<file path="config.mk">
export PLATFORM = sky130hd
export DESIGN_NAME = pipe_stage_reg
export DESIGN_NICKNAME = d
export VERILOG_FILES = /design/src/rtl/pipe_stage_reg.sv
export SDC_FILE = /design/constraint.sdc
export NUM_CORES = 1
export LEC_CHECK = 0
export CAP_MARGIN = 20
export CORE_MARGIN = 1
export CORE_UTILIZATION = 32
export DETAILED_ROUTE_END_ITERATION = 8
export PLACE_DENSITY = 0.56
export SLEW_MARGIN = 20
export SYNTH_ARGS = -nofsm -noshare
export SYNTH_HDL_FRONTEND = slang
export SYNTH_SLANG_ARGS = --single-unit
</file>
<file path="constraint.sdc">
create_clock -name clk -period 3.1 [get_ports clk]
set_input_delay 0.31 -clock clk [delete_from_list [all_inputs] [get_ports clk]]
set_output_delay 0.31 -clock clk [all_outputs]
set_load 0.005 [all_outputs]
</file>
<file path="src/rtl/pipe_stage_reg.sv">
// Parametrised pipeline-stage register: LANES x WIDTH payload, valid/ready,
// synchronous flush to bubble, and an optional two-entry skid buffer.
module pipe_stage_reg #(
  parameter int unsigned LANES      = 4,
  parameter int unsigned WIDTH      = 32,
  parameter int unsigned SKID       = 1,
  parameter              BUBBLE_VAL = 32'h0
) (
  input  logic                   clk,
  input  logic                   rst_n,
  input  logic                   in_valid,
  output logic                   in_ready,
  input  logic [LANES*WIDTH-1:0] in_data,
  input  logic                   flush,
  output logic                   out_valid,
  input  logic                   out_ready,
  output logic [LANES*WIDTH-1:0] out_data,
  output logic [1:0]             occupancy
);

  localparam logic [WIDTH-1:0]       BUBBLE_LANE = WIDTH'(BUBBLE_VAL);
  localparam logic [LANES*WIDTH-1:0] BUBBLE_ALL  = {LANES{BUBBLE_LANE}};

  typedef enum logic [1:0] {
    EMPTY = 2'd0,
    ONE   = 2'd1,
    TWO   = 2'd2
  } state_t;

  state_t                 state_q, state_d;
  logic [LANES*WIDTH-1:0] main_q, main_d;
  logic [LANES*WIDTH-1:0] skid_q, skid_d;
  logic                   in_ready_q, in_ready_d;
  logic                   accept, emit;

  // Skid mode exports a flop so stalls never ripple combinationally upstream.
  assign in_ready  = (SKID != 0) ? in_ready_q : (out_ready || !out_valid);
  assign out_valid = (state_q != EMPTY);
  assign out_data  = main_q;
  assign occupancy = state_q;
  assign accept    = in_valid && in_ready;
  assign emit      = out_valid && out_ready;

  always_comb begin
    state_d = state_q;
    main_d  = main_q;
    skid_d  = skid_q;
    if (flush) begin
      state_d = EMPTY;
      main_d  = BUBBLE_ALL;
      skid_d  = BUBBLE_ALL;
    end else begin
      case (state_q)
        EMPTY: begin
          if (accept) begin
            state_d = ONE;
            main_d  = in_data;
          end
        end
        ONE: begin
          if (accept && emit) begin
            main_d = in_data;
          end else if (accept) begin
            // Only reachable in skid mode: single-entry in_ready is low here.
            state_d = TWO;
            skid_d  = in_data;
          end else if (emit) begin
            state_d = EMPTY;
          end
        end
        TWO: begin
          if (emit) begin
            state_d = ONE;
            main_d  = skid_q;
          end
        end
        default: state_d = EMPTY;
      endcase
    end
    in_ready_d = (state_d != TWO);
  end

  always_ff @(posedge clk or negedge rst_n) begin
    if (!rst_n) begin
      state_q    <= EMPTY;
      main_q     <= BUBBLE_ALL;
      skid_q     <= BUBBLE_ALL;
      in_ready_q <= 1'b1;
    end else begin
      state_q    <= state_d;
      main_q     <= main_d;
      skid_q     <= skid_d;
      in_ready_q <= in_ready_d;
    end
  end

endmodule
</file>
==> run_results.csv, run 1 <==
group,metric,value,unit
clock_tree,postCtsSetupBuffers,0,
worst_setup_path,critical_path_peak_fanout,27,
floorplanning,die_x_extent,186,um
global_routing,grt_pass1_vias,7809,
global_routing,grt.total_usage,17.0,%
timing,worst_relative_slew_slack,45.1,%
timing,hold_ws,0.294,ns
clock_tree,clock_insertion_delay_worst_skew,0.54,ns
worst_setup_path,timing.setup.critical_path_class,"register to register",
synth,synth_sequential_area_ratio,59.8,%
timing,worstMarginPinSlew,0.823,ns
drt,drt-total-wl,29.5,mm
timing,final.min_clock_period,2.18,ns
power,share_seq_of_total_power,46.3,%
timing,fmaxAchievable,458,MHz
timing,rsz0062_at_grt,"no",
worst_setup_path,reg2reg_setup_slack,0.92,ns
synth,synth.avg_cell_area,12.4,sq um
synth,yosys.area.top_type,"dfrtp_1",
synth,synth_top_area_share,59.5,%
synth,synthFlopType,"dfrtp_1",
clock_tree,cts_root_buf,"clkbuf_16",
power,combPwrFrac,13.8,%
drt,antenna_violating_nets_post_route,0,
synth,post_synth_main_area_contributors,"dfrtp_1, mux2i_1, a22o_1",
synth,post_synthesis_sequential_element_count,259,
final_layout,area.growth.synth_to_final,36.5,%
worst_setup_path,crit_buf_inv,1,
worst_setup_path,crit_required,3.57,ns
clock_tree,cts_tree,"yes",
worst_setup_path,critPathSlowestCell,"nor2_4",
global_routing,first_pass_grt_wire_length,46.3,mm
worst_setup_path,stage_delay_of_the_slowest_cell_on_the_critical_path,0.62,ns
timing,timing.clock.skew,0.00738,ns
timing,finalSetupTns,0,ns
drt,route.detailed.vias_per_inst,5.02,
timing,setup_violations,0,
power,switching_share,24.8,%
floorplanning,design.die.area,34600,sq um
floorplanning,core.rowCount,67,
floorplanning,die_h,186,um
clock_tree,h-tree-depth,1,
worst_setup_path,cp-end-kind,"register",
global_routing,overflow,0,
global_routing,maximum_number_of_pins_on_one_net_before_global_route_repair,103,
floorplanning,design.portCount,265,
clock_tree,clk_pin_slew_worst_paths,0.06,ns
min_path,min_delay_path_depth,2,
timing,finalCritPeriodShare,70.4,%
worst_setup_path,worst_ep_arrival_time,2.65,ns
worst_setup_path,crit_chain,"nand2b_1, nor3_1, nor2_4, buf_4, a22o_1",
power,power_per_cell_area,537,nW/um^2
final_layout,drive_gt1_share,5.89,%
final_layout,final_nets,1235,
synth,synth.most_common_cell,"dfrtp_1",
worst_setup_path,crit-reg2reg-launch,"occupancy[0]$_DFF_PN0_",
placement,detailedPlacementHpwl,17.9,mm
min_path,hp-start,"flush",
synth,postSynthNetCount,1006,
min_path,holdPathEnd,"out_data[94]$_DFFE_PN0P_",
worst_setup_path,timing.reg2reg.worst_path_depth,5,
drt,drt_drc_violations_left,0,
worst_setup_path,worstReg2RegEnd,"skid_q[67]$_DFFE_PN0P_",
timing,timing.final.max_slew_violations,0,
placement,gpl.final_weighted_congestion,0.723,
clock_tree,cts_sinks,259,
clock_tree,numCtsBuffers,29,
power,vdd_ir_drop_max,0.000370,V
flow_run,max_cap_viol_count,0,
synth,proportion_of_synthesized_flip_flops_having_asynchronous_set_or_reset,100,%
drt,pre_antenna_drt_iters,4,
placement,portBuffers,264,
status,outcome,"complete, no violations",
clock_tree,clockBufferDepth,3,
power,power.clock.fraction,39.9,%
power,power.static_leakage,6.11,nW
timing,timing.final.hold_violations,0,
floorplanning,core_region_area,33400,sq um
synth,synthCells,873,
synth,synth.yosys.warnings,0,
power,power_switching,1.97,mW
worst_setup_path,critPathLaunchType,"register",
synth,post_synth_num_cell_types,21,
global_routing,initial_antenna_violation_count,3,
synth,netlist_area,10800,sq um
drt,route.detailed.wl_per_inst,18.8,um
floorplanning,initial_core_util,32.4,%
drt,routed-via-count,7880,
power,internal_power_contribution,5.98,mW
drt,dr.first_iter.drc_count,496,
synth,synth_top_cells_by_count,"dfrtp_1, nand2_1, a22o_1, mux2i_1, o31ai_1",
min_path,worstHoldPathType,"primary input to register",
worst_setup_path,crit_family,"simple AND/OR/NAND/NOR gates",
synth,synth_edf_count,0,
cells in the final DEF (no fill, tap or decap), drive strengths merged, types with 2 or more instances in the layout:
master,instances
buf,21
a22o,128
dfrtp,258
nand2b,2
clkdlybuf4s50,262
clkbuf,43
inv,2
diode,2
nand2,130
nor2,2
clkinv,4
mux2i,128
o31ai,128
per-layer routing:
metal	track usage (%)	up-vias	routed length [um]
met3	4.40	42	1980
met2	26.0	196	13600
met4	4.72	2	676
met5	0	-	12
li1	-	3704	-
met1	23.5	3936	13300
sequential cells by signal, summed over array words and instances (netlist names):
signal	flops
skid_q	128
out_data	128
occupancy	2
in_ready	1
cell families after synthesis:
family | count (synthesis) | share of synthesized area (%)
buffers and inverters | 87 | 3.84
flip-flops | 259 | 59.8
AND/OR/NAND/NOR | 139 | 4.98
multiplexers | 128 | 11.8
XOR/XNOR | 1 | 0.0808
AO/OA/AOI/OAI | 259 | 19.5
power groups by stage:
stage | Clock (mW) | Sequential [mW] | Combinational, mW
floorplan | 0 | 3.74 | 0.384
global placement | 0 | 3.74 | 1.11
detailed placement | 0 | 3.74 | 1.12
CTS | 3.30 | 3.68 | 1.12
global route | 3.43 | 3.71 | 1.20
finish | 3.17 | 3.68 | 1.10
layout make-up:
class | count | area (sq um)
sequential | 259 | 6480
multi-input combinational | 527 | 3980
inverter | 1 | 3.75
tap | 448 | 561
timing repair buffer | 284 | 2920
fill | 3121 | 18600
clock buffer | 43 | 818
clock inverter | 6 | 36.3
antenna | 2 | 5.00
per-stage QoR:
stage / instance area, sq um / total power [mW] / cells / util, % / setup WS (ns)
6_report: 14800 / 7.94 / 1570 / 44.3 / 0.919
4_1_cts: 14800 / 8.11 / 1568 / 44.3 / 0.904
3_3_place_gp: 13900 / 4.85 / 1518 / 41.7 / 0.478
3_5_place_dp: 13900 / 4.86 / 1518 / 41.7 / 0.448
5_1_grt: 14800 / 8.35 / 1569 / 44.3 / 0.771
2_1_floorplan: 10800 / 4.13 / 873 / - / 1.48
timing repair:
item	in CTS	in global routing
endpoints found under the hold margin	65	0
setup endpoints to repair	0	0
hold buffers	1	0
resized for setup	0	0
worst max path at each step:
stage | startpoint | end | slack, ns | cells past startpoint
after floorplan | occupancy[1]$_DFF_PN0_ | out_data[73]$_DFFE_PN0P_ | 1.48 | 7
final | occupancy[0]$_DFF_PN0_ | skid_q[67]$_DFFE_PN0P_ | 0.92 | 5
after CTS | occupancy[0]$_DFF_PN0_ | skid_q[86]$_DFFE_PN0P_ | 0.90 | 5
after global placement | out_ready | skid_q[65]$_DFFE_PN0P_ | 0.48 | 6
after global routing | occupancy[0]$_DFF_PN0_ | skid_q[71]$_DFFE_PN0P_ | 0.77 | 5
after detailed placement | out_ready | skid_q[86]$_DFFE_PN0P_ | 0.45 | 6
Power figures use the tool's default switching activity.
==> inputs of run 2 (changes only) <==
--- a/config.mk
+++ b/config.mk
@@ -9,7 +9,7 @@
 export CORE_MARGIN = 1
 export CORE_UTILIZATION = 32
 export DETAILED_ROUTE_END_ITERATION = 8
-export PLACE_DENSITY = 0.56
+export PLACE_DENSITY = 0.58
 export SLEW_MARGIN = 20
 export SYNTH_ARGS = -nofsm -noshare
 export SYNTH_HDL_FRONTEND = slang
==> constraint.sdc (replaced) <==
create_clock -name clk -period 1.85 [get_ports clk]
set_input_delay 0.185 -clock clk [delete_from_list [all_inputs] [get_ports clk]]
set_output_delay 0.185 -clock clk [all_outputs]
set_load 0.005 [all_outputs]
==> run_results.csv, run 2 (synthesis gave the netlist of run 1 again) <==
group,metric,value,unit
status,outcome,"complete, no violations",
power,share_seq_of_total_power,43.9,%
power,internal_power_contribution,10.7,mW
placement,detailedPlacementHpwl,19.5,mm
worst_setup_path,reg2reg_setup_slack,0.08,ns
clock_tree,clk_pin_slew_worst_paths,0.06,ns
worst_setup_path,worstReg2RegEnd,"out_data[39]$_DFFE_PN0P_",
timing,timing.final.max_slew_violations,0,
power,power.static_leakage,6.43,nW
drt,pre_antenna_drt_iters,4,
final_layout,final_nets,1271,
drt,antenna_violating_nets_post_route,0,
worst_setup_path,crit_buf_inv,1,
placement,portBuffers,264,
placement,gpl.final_weighted_congestion,0.743,
worst_setup_path,crit_chain,"clkdlybuf4s50_1",
worst_setup_path,timing.reg2reg.worst_path_depth,6,
final_layout,area.growth.synth_to_final,42.2,%
worst_setup_path,cp-end-kind,"primary output",
power,combPwrFrac,13.9,%
worst_setup_path,critPathLaunchType,"register",
final_layout,layout_common_cells,"clkdlybuf4s50_1, dfrtp_1, nand2_1, o31ai_1, a22o_1",
clock_tree,clockBufferDepth,3,
power,power_switching,3.38,mW
flow_run,max_cap_viol_count,0,
worst_setup_path,worst_ep_arrival_time,1.59,ns
floorplanning,core.rowCount,67,
drt,dr.first_iter.drc_count,453,
drt,route.detailed.wl_per_inst,18.6,um
worst_setup_path,critPathSlowestCell,"dfstp_2",
worst_setup_path,timing.setup.critical_path_class,"register to primary output",
power,finalPower,14.1,mW
drt,drt-total-wl,30.0,mm
drt,route.detailed.vias_per_inst,5.00,
clock_tree,cts_sinks,259,
timing,timing.final.hold_violations,0,
floorplanning,design.portCount,265,
worst_setup_path,crit-reg2reg-launch,"occupancy[0]$_DFF_PN0_",
power,switching_share,24.0,%
clock_tree,clock_insertion_delay_worst_skew,0.55,ns
drt,drt_drc_violations_left,0,
clock_tree,cts_root_buf,"clkbuf_16",
global_routing,first_pass_grt_wire_length,46.7,mm
global_routing,grt.total_usage,17.1,%
worst_setup_path,crit_family,"flip-flops",
floorplanning,die_x_extent,186,um
power,power.clock.fraction,42.2,%
timing,worstMarginPinSlew,0.591,ns
worst_setup_path,stage_delay_of_the_slowest_cell_on_the_critical_path,0.54,ns
timing,finalSetupTns,0,ns
timing,worst_relative_slew_slack,60.6,%
power,power_per_cell_area,913,nW/um^2
final_layout,drive_gt1_share,9.39,%
timing,fmaxAchievable,564,MHz
floorplanning,core_region_area,33400,sq um
clock_tree,numCtsBuffers,30,
timing,timing.clock.skew,0.0140,ns
timing,setup_violations,0,
clock_tree,cts_tree,"yes",
worst_setup_path,critical_path_peak_fanout,3,
worst_setup_path,crit_required,1.66,ns
min_path,worstHoldPathType,"primary input to asynchronous set/reset pin",
floorplanning,design.die.area,34600,sq um
global_routing,maximum_number_of_pins_on_one_net_before_global_route_repair,79,
clock_tree,h-tree-depth,1,
drt,routed-via-count,8052,
global_routing,initial_antenna_violation_count,2,
global_routing,overflow,0,
global_routing,grt_pass1_vias,8076,
timing,final.min_clock_period,1.77,ns
power,vdd_ir_drop_max,0.000717,V
timing,rsz0062_at_grt,"yes",
final_layout,final_common_cell,"clkdlybuf4s50_1",
floorplanning,die_h,186,um
floorplanning,initial_core_util,32.4,%
timing,finalCritPeriodShare,95.8,%
## run 2: power by group through the flow
stage	registers [mW]	clock network (mW)	logic, mW
after floorplan	6.27	0	0.644
after detailed placement	6.28	0	1.97
final	6.18	5.94	1.96
after global routing	6.22	6.33	2.14
after global placement	6.27	0	1.96
after CTS	6.18	6.15	1.99
## run 2: cell type report
type	instances	area (sq um)
antenna	2	5.00
clock inverter	8	92.6
sequential	259	6480
multi-input combinational	527	3980
timing repair buffer	319	3390
fill	3060	18000
clock buffer	47	906
tap	448	561
inverter	1	3.75
## run 2: layer usage
metal	vias to the layer above	global-route usage [%]	wire (um)
met1	4023	23.2	13100
met5	-	0	17
li1	3773	-	-
met4	2	4.56	619
met2	207	27.3	14300
met3	47	4.09	1960
## run 2: how the worst max path moves through the flow
stage                                 startpoint  slack (ns)  cells after the start                        to
after floorplan           occupancy[1]$_DFF_PN0_        0.23                      7  out_data[73]$_DFFE_PN0P_
after global placement                 out_ready       -0.08                      6  out_data[27]$_DFFE_PN0P_
after detailed placement                in_valid       -0.08                      7  out_data[27]$_DFFE_PN0P_
after CTS                 occupancy[1]$_DFF_PN0_        0.04                      7  out_data[23]$_DFFE_PN0P_
after global routing      occupancy[1]$_DFF_PN0_       -0.03                      7  out_data[39]$_DFFE_PN0P_
final                         in_ready$_DFF_PN1_        0.08                      1                  in_ready
## run 2: per-stage QoR
stage          hold WS [ns]  instances  util, %  setup WS [ns]  instance area (sq um)
3_5_place_dp          0.205       1550     42.9        -0.0788                  14400
6_report              0.206       1611     46.1         0.0778                  15400
2_1_floorplan        -0.111        873        -          0.227                  10800
3_3_place_gp          0.208       1550     42.9        -0.0839                  14400
4_1_cts               0.212       1609     46.0         0.0396                  15400
5_1_grt               0.247       1610     46.1        -0.0312                  15400
## run 2: repair_timing
action                                 4_1_cts  5_1_grt
gates cloned                                 0        0
endpoints found under the hold margin       55        0
resized for setup                            2        4
hold buffers                                 2        0
setup buffers                                2        0
setup endpoints to repair                    1       48
